<file path="src/rtl/parity_frame_checker_mc_if.sv">
// rtl/parity_frame_checker_mc_if.sv - serial lane / status bundle for parity_frame_checker_mc
// err_count is present only when PARITY_ERR_CNT_EN is defined.
interface parity_frame_checker_mc_if #(
   parameter int NUM_CH    = 4,
   parameter int ERR_CNT_W = 8
);
   logic [NUM_CH-1:0] in_valid;
   logic [NUM_CH-1:0] x;
   logic [NUM_CH-1:0] clear;
   logic              odd_mode;
   logic [NUM_CH-1:0] parity;
   logic [NUM_CH-1:0] in_check;
   logic [NUM_CH-1:0] frame_done;
   logic [NUM_CH-1:0] parity_err;
`ifdef PARITY_ERR_CNT_EN
   logic [NUM_CH*ERR_CNT_W-1:0] err_count;

   modport master (
      output in_valid, x, clear, odd_mode,
      input  parity, in_check, frame_done, parity_err, err_count
   );
   modport slave (
      input  in_valid, x, clear, odd_mode,
      output parity, in_check, frame_done, parity_err, err_count
   );
`else
   modport master (
      output in_valid, x, clear, odd_mode,
      input  parity, in_check, frame_done, parity_err
   );
   modport slave (
      input  in_valid, x, clear, odd_mode,
      output parity, in_check, frame_done, parity_err
   );
`endif
endinterface

</file>
<file path="src/rtl/parity_frame_checker_mc.sv">
// rtl/parity_frame_checker_mc.sv - multi-channel bit-serial frame parity checker
// Optional saturating per-channel error counters under PARITY_ERR_CNT_EN.
module parity_frame_checker_mc #(
   parameter int NUM_CH    = 4,
   parameter int DATA_BITS = 8,
   parameter int ERR_CNT_W = 8
) (
   input  logic                     clk,
   input  logic                     reset,
   parity_frame_checker_mc_if.slave bus
);
   localparam int CNT_W = (DATA_BITS > 1) ? $clog2(DATA_BITS) : 1;
   localparam logic [CNT_W-1:0] LAST_BIT = CNT_W'(DATA_BITS - 1);

   typedef enum logic {S_DATA, S_CHK} state_e;

   logic [NUM_CH-1:0] parity_w;
   logic [NUM_CH-1:0] in_check_w;
   logic [NUM_CH-1:0] done_w;
   logic [NUM_CH-1:0] err_w;

   for (genvar c = 0; c < NUM_CH; c++) begin : g_ch
      state_e           state_q, state_d;
      logic [CNT_W-1:0] cnt_q, cnt_d;
      logic             acc_q, acc_d;
      logic             done_q, done_d;
      logic             err_q, err_d;

      always_ff @(posedge clk or posedge reset) begin
         if (reset) begin
            state_q <= S_DATA;
            cnt_q   <= '0;
            acc_q   <= 1'b0;
            done_q  <= 1'b0;
            err_q   <= 1'b0;
         end else begin
            state_q <= state_d;
            cnt_q   <= cnt_d;
            acc_q   <= acc_d;
            done_q  <= done_d;
            err_q   <= err_d;
         end
      end

      // clear wins over in_valid and suppresses any pulse from this cycle
      always_comb begin
         state_d = state_q;
         cnt_d   = cnt_q;
         acc_d   = acc_q;
         done_d  = 1'b0;
         err_d   = 1'b0;
         if (bus.clear[c]) begin
            state_d = S_DATA;
            cnt_d   = '0;
            acc_d   = 1'b0;
         end else if (bus.in_valid[c]) begin
            case (state_q)
               S_DATA: begin
                  acc_d = acc_q ^ bus.x[c];
                  if (cnt_q == LAST_BIT) begin
                     cnt_d   = '0;
                     state_d = S_CHK;
                  end else begin
                     cnt_d = cnt_q + 1'b1;
                  end
               end
               S_CHK: begin
                  done_d  = 1'b1;
                  err_d   = bus.x[c] != (acc_q ^ bus.odd_mode);
                  acc_d   = 1'b0;
                  cnt_d   = '0;
                  state_d = S_DATA;
               end
               default: state_d = S_DATA;
            endcase
         end
      end

      // the parity bit itself is never folded into the running value
      assign parity_w[c]   = (state_q == S_DATA) ? (acc_q ^ (bus.in_valid[c] & bus.x[c])) : acc_q;
      assign in_check_w[c] = (state_q == S_CHK);
      assign done_w[c]     = done_q;
      assign err_w[c]      = err_q;

`ifdef PARITY_ERR_CNT_EN
      logic [ERR_CNT_W-1:0] ecnt_q;

      // counts alongside err_d so the new value is visible with the pulse
      always_ff @(posedge clk or posedge reset) begin
         if (reset) begin
            ecnt_q <= '0;
         end else if (err_d && (ecnt_q != {ERR_CNT_W{1'b1}})) begin
            ecnt_q <= ecnt_q + 1'b1;
         end
      end

      assign bus.err_count[c*ERR_CNT_W +: ERR_CNT_W] = ecnt_q;
`endif
   end

   assign bus.parity     = parity_w;
   assign bus.in_check   = in_check_w;
   assign bus.frame_done = done_w;
   assign bus.parity_err = err_w;

endmodule

</file>
<file path="src/flat_wrapper.sv">
// flat-port wrapper written by rule: the top's interface ports become plain ports
module parity_frame_checker_mc_flat 
#(
   parameter int NUM_CH    = 4,
   parameter int DATA_BITS = 8,
   parameter int ERR_CNT_W = 8
)
  (clk, reset, bus_in_valid, bus_x, bus_clear, bus_odd_mode, bus_parity, bus_in_check, bus_frame_done, bus_parity_err);
  parity_frame_checker_mc_if #(.NUM_CH(NUM_CH), .ERR_CNT_W(ERR_CNT_W)) bus_i ();
  input  logic clk;
  input  logic reset;
  input wire logic [$bits(bus_i.in_valid)-1:0] bus_in_valid;
  input wire logic [$bits(bus_i.x)-1:0] bus_x;
  input wire logic [$bits(bus_i.clear)-1:0] bus_clear;
  input wire logic [$bits(bus_i.odd_mode)-1:0] bus_odd_mode;
  output wire logic [$bits(bus_i.parity)-1:0] bus_parity;
  output wire logic [$bits(bus_i.in_check)-1:0] bus_in_check;
  output wire logic [$bits(bus_i.frame_done)-1:0] bus_frame_done;
  output wire logic [$bits(bus_i.parity_err)-1:0] bus_parity_err;
  assign bus_i.in_valid = bus_in_valid;
  assign bus_i.x = bus_x;
  assign bus_i.clear = bus_clear;
  assign bus_i.odd_mode = bus_odd_mode;
  assign bus_parity = bus_i.parity;
  assign bus_in_check = bus_i.in_check;
  assign bus_frame_done = bus_i.frame_done;
  assign bus_parity_err = bus_i.parity_err;
  parity_frame_checker_mc #(.NUM_CH(NUM_CH), .DATA_BITS(DATA_BITS), .ERR_CNT_W(ERR_CNT_W)) u_core (.clk(clk), .reset(reset), .bus(bus_i));
endmodule
</file>
<file path="config.mk">
export PLATFORM = sky130hd
export DESIGN_NAME = parity_frame_checker_mc_flat
export DESIGN_NICKNAME = d
export VERILOG_FILES = /design/src/rtl/parity_frame_checker_mc_if.sv /design/src/rtl/parity_frame_checker_mc.sv /design/src/flat_wrapper.sv
export SDC_FILE = /design/constraint.sdc
export NUM_CORES = 1
export LEC_CHECK = 0
export CAP_MARGIN = 20
export CORE_ASPECT_RATIO = 2
export CORE_MARGIN = 2
export CORE_UTILIZATION = 50
export DETAILED_ROUTE_END_ITERATION = 10
export HOLD_SLACK_MARGIN = 0.1
export PLACE_DENSITY_LB_ADDON = 0.05
export SLEW_MARGIN = 5
export SYNTH_ARGS = -nofsm -noshare
export SYNTH_HDL_FRONTEND = slang
export SYNTH_SLANG_ARGS = --single-unit
</file>
<file path="constraint.sdc">
create_clock -name clk -period 2.5 [get_ports clk]
set_clock_uncertainty 0.15 [all_clocks]
set_input_delay 0.5 -clock clk [delete_from_list [all_inputs] [get_ports clk]]
set_output_delay 0.5 -clock clk [all_outputs]
set_load 0.01 [all_outputs]
</file>
After elaboration in Yosys (flattened, before gate mapping) --
Index checks and enable logic that the tools add are counted.
Cells by class: $add $sub $neg 4, equal/unequal tests 8, multiplexer cells 72, bitwise logic cells 20, reductions and logical operators 4
Operator list (number):
- 1-bit 2-to-1 mux | 48
- 3-bit 2-to-1 mux | 12
- 3-bit case mux with 2 select lines | 4
- 1-bit case mux with 2 select lines | 8
- 3-bit by 1-bit adder with 3-bit output, second input constant | 4
- 3-bit == test, second input constant | 4
- 1-bit XOR | 12
- 2-bit nonzero test | 4
- 1-bit AND | 4
- 1-bit inequality test | 4
- 1-bit inverter | 4
Storage, ports and cells: register bits after elaboration 28, bits of input ports 15, output and inout port bits 16, word-level logic and storage cells 128

Depth between registers and ports, before layout --
depth in word-level cells 5, gate-level depth with buffers 4, gate-level depth less buffers 4

Worst setup path before layout --
Ideal clock, no wire load.
path kind input to output, start point input port bus_in_valid[0], end point output port bus_parity[0], data arrival time 1.059 ns, required time 1.850 ns, setup slack 0.791 ns, cell stages on the path 3, buffers on the path 1, cells stage by stage clkbuf_1 -> nand3b_1 -> xnor2_1
On the way: word-level cells in the longest chain between the ends 3
RTL lines:
- from (decl) | RTL line flat_wrapper.sv:12 | input wire logic [$bits(bus_i.in_valid)-1:0] bus_in_valid;
- 1-bit AND | RTL line parity_frame_checker_mc.sv:80 | assign parity_w[c] = (state_q == S_DATA) ? (acc_q ^ (bus.in_valid[c] & bus.x[c])) : acc_q;
- 1-bit XOR | RTL line parity_frame_checker_mc.sv:80
- 1-bit 2-to-1 mux | RTL line parity_frame_checker_mc.sv:80
- to (decl) | RTL line flat_wrapper.sv:16 | output wire logic [$bits(bus_i.parity)-1:0] bus_parity;
No other way between the ends.

Worst setup path in the final report --
start point input port bus_x[2], end point output port bus_parity[2]
On the way: word-level cells in the longest chain between the ends 3
RTL lines:
- from (decl) | RTL line flat_wrapper.sv:13 | input wire logic [$bits(bus_i.x)-1:0] bus_x;
- 1-bit AND | RTL line parity_frame_checker_mc.sv:80
- 1-bit XOR | RTL line parity_frame_checker_mc.sv:80
- 1-bit 2-to-1 mux | RTL line parity_frame_checker_mc.sv:80
No other way between the ends.

==> results.cfg <==
[grt]
first_global_vias = 1109
grt_max_degree = 29
grt_use_total = 0.179
grt.overflow.total = 0
antenna_found_initial = 0
grt_pass1_wl_um = 4780

[timing]
max-slew-margin-rel = 0.757
finalSetupViolations = 0
slew_viol_final = 0
max_slew.worst_pin.slew_ns = 0.364
fmax_mhz = 481
hold_slack_ns = 0.401
final.min_clock_period_ns = 2.08
final.setup.tns_ns = 0
rsz0062_at_grt = no
hold_viol_final = 0
period_share = 0.832

[die]
dieArea_um2 = 3570
die_h_um = 82.6
fp-row-count = 28
start_util = 0.524
pin_count = 31
die_w_um = 43.3
core_um2 = 2940

[yosys]
synth-seq-cells = 28
synthesis.nets = 159
synth_top_area_share = 0.454
synthCells = 136
yosysSeqAreaShare = 0.454
synth_warnings = 0
synth_cell_types = 22
netlist_area_um2 = 1540
synth_area_leaders = dfrtp_1 45%, nand2b_1 6.9%, buf_4 6.8%, nand3b_1 6.8%, ha_1 6.5%
avgSynthCellArea_um2 = 11.3
synth_top_cell_by_area = dfrtp_1

[route]
wirelength_um = 2780
antenna_left = 0
vias = 1069
wl_per_cell_um = 14.6
drc = 0
firstDrtPassIters = 4
drtIter0Drc = 16
viasPerCell = 5.60

[critical_path]
path_max_fanout = 2
critPathKind = in -> out
r2r_cells = 4
endpoint = bus_parity[2]
r2r_slack_ns = 0.80
crit_path_end_kind = output pin
cp-start-kind = input port
r2r-start = u_core.g_ch[2].cnt_q[0]$_DFFE_PP0P_
worstPathArrival_ns = 1.43
critical_path_required_ns = 1.85
crit_start = bus_x[2]
r2r-end = u_core.g_ch[2].cnt_q[0]$_DFFE_PP0P_

[job]
maxCapViolCount = 0

[cts]
cts.sinks = 28
htreeDepth = 1
cts_setup_buffers = 0
clock_path_buffers = 2
worstSkewPairLatency_ns = 0.27
root_buffer = clkbuf_8
cts_made_buffers = 3
hold_buffers = 0
clk_pin_slew_ns = 0.09
cts_tree = built
cts_resized = 0

[pwr]
power.density_nw_per_um2 = 458
p_leak_nw = 0.924
power.total_w = 0.000861
peakVddDrop_mv = 0.459

[placed_design]
dpl.hpwl_um = 2100
gp_congestion = 0.718
portBuffers = 30

[outcome]
status = completed

[final_layout]
fin_nets = 186
syn2layout_area_growth_pct = 21.7
drive_above_1_share = 0.0683
fillCellCount = 265
num_antenna_cells = 0
utilization = 0.638

[min_path]
hold_path_class = reg -> reg
worst max-delay path: stages:
cell	delay, ns
clkdlybuf4s50_1	0.48
nand3b_1	0.12
xnor2_1	0.15
dlymetal6s2s_1	0.18
through the flow:
| stage | instances | setup WS, ns | area [µm²] |
|---|---|---|---|
| floorplan | 136 | 0.791 | 1540 |
| global placement | 188 | 0.0298 | 1830 |
| detailed placement | 188 | 0.0307 | 1830 |
| CTS | 191 | 0.0288 | 1870 |
| global route | 191 | 0.330 | 1880 |
| finish | 191 | 0.420 | 1880 |
synth_stat cells:
master and number:
or4b_1 4, nand4bb_1 3, a21oi_1 16, buf_4 14, nor3_1 2, dfrtp_1 28
nor2_1 2, nand3b_1 14, or3b_1 1, and3b_1 2, inv_1 4, clkbuf_1 1
a31oi_1 1, xnor2_1 4, o211a_1 3, nor2b_1 2, a211oi_1 3, nand2_1 2
xnor3_1 4, nand2b_1 17, buf_2 1, ha_1 8
where the power goes:
group	switching (W)	leakage [nW]	internal, W
Sequential	0.0000128	0.383	0.000467
Clock	0.000133	0.0216	0.000108
Combinational	0.0000567	0.520	0.0000835
Total	0.000203	0.924	0.000658
routing by layer:
layer / track usage / wire length (µm) / part of all wire
met5: 0 / 0 / 0
met4: 0.0939 / 57 / 0.020
met3: 0.0196 / 80 / 0.029
met2: 0.316 / 1490 / 0.54
met1: 0.206 / 1150 / 0.41
layout make-up:
type | instances | area [µm²] | share of cell area
Timing Repair Buffer | 38 | 370 | 0.197
Tap cell | 30 | 37.5 | 0.0200
Sequential cell | 28 | 701 | 0.373
Inverter | 4 | 15.0 | 0.00799
Clock buffer | 3 | 41.3 | 0.0220
Multi-Input combinational cell | 88 | 713 | 0.380
how the worst min path moves through the flow:
| stage | from | endpoint | cells past startpoint |
|---|---|---|---|
| after CTS | u_core.g_ch[3].cnt_q[2]$_DFFE_PP0P_ | u_core.g_ch[3].cnt_q[2]$_DFFE_PP0P_ | 2 |
| after detailed placement | u_core.g_ch[3].cnt_q[2]$_DFFE_PP0P_ | u_core.g_ch[3].cnt_q[2]$_DFFE_PP0P_ | 2 |
| after global placement | u_core.g_ch[2].cnt_q[2]$_DFFE_PP0P_ | u_core.g_ch[2].cnt_q[2]$_DFFE_PP0P_ | 2 |
| after floorplan | u_core.g_ch[3].cnt_q[1]$_DFFE_PP0P_ | u_core.g_ch[3].cnt_q[1]$_DFFE_PP0P_ | 2 |
| after global routing | u_core.g_ch[2].cnt_q[2]$_DFFE_PP0P_ | u_core.g_ch[2].cnt_q[2]$_DFFE_PP0P_ | 2 |
| final | u_core.g_ch[3].cnt_q[2]$_DFFE_PP0P_ | u_core.g_ch[3].cnt_q[2]$_DFFE_PP0P_ | 2 |
logic make-up after synthesis:
group                      Yosys count  share of synthesized area
AOI/OAI and AO/OA                   23                     0.0900
xor gates and xnor gates             8                     0.0811
buffers and inverters               20                     0.0835
and+or+nand+nor                     49                      0.226
adders and majority gates            8                     0.0649
DFF                                 28                      0.454
state kept, by name (all words and copies together), names as in the netlist:
name                 count
u_core.g_ch.done_q       4
u_core.g_ch.cnt_q       12
u_core.g_ch.acc_q        4
u_core.g_ch.state_q      4
u_core.g_ch.err_q        4
layout by cell type (no fill, tap or decap):
cell and instances:
nand3b_1 14, nor2b_1 2, nand2_1 2, dfrtp_1 28
and3b_1 2, xnor2_1 4, buf_4 8, nor2_1 2
or4b_1 4, ha_1 8, clkbuf_8 3, nor3_1 2
clkdlybuf4s50_1 26, dlymetal6s2s_1 4, a211oi_1 3, o211a_1 3
nand4bb_1 3, a21oi_1 16, nand2b_1 17, inv_1 4
or3b_1 1, xnor3_1 4, a31oi_1 1
Note: power is estimated with default switching activity, not from simulation.
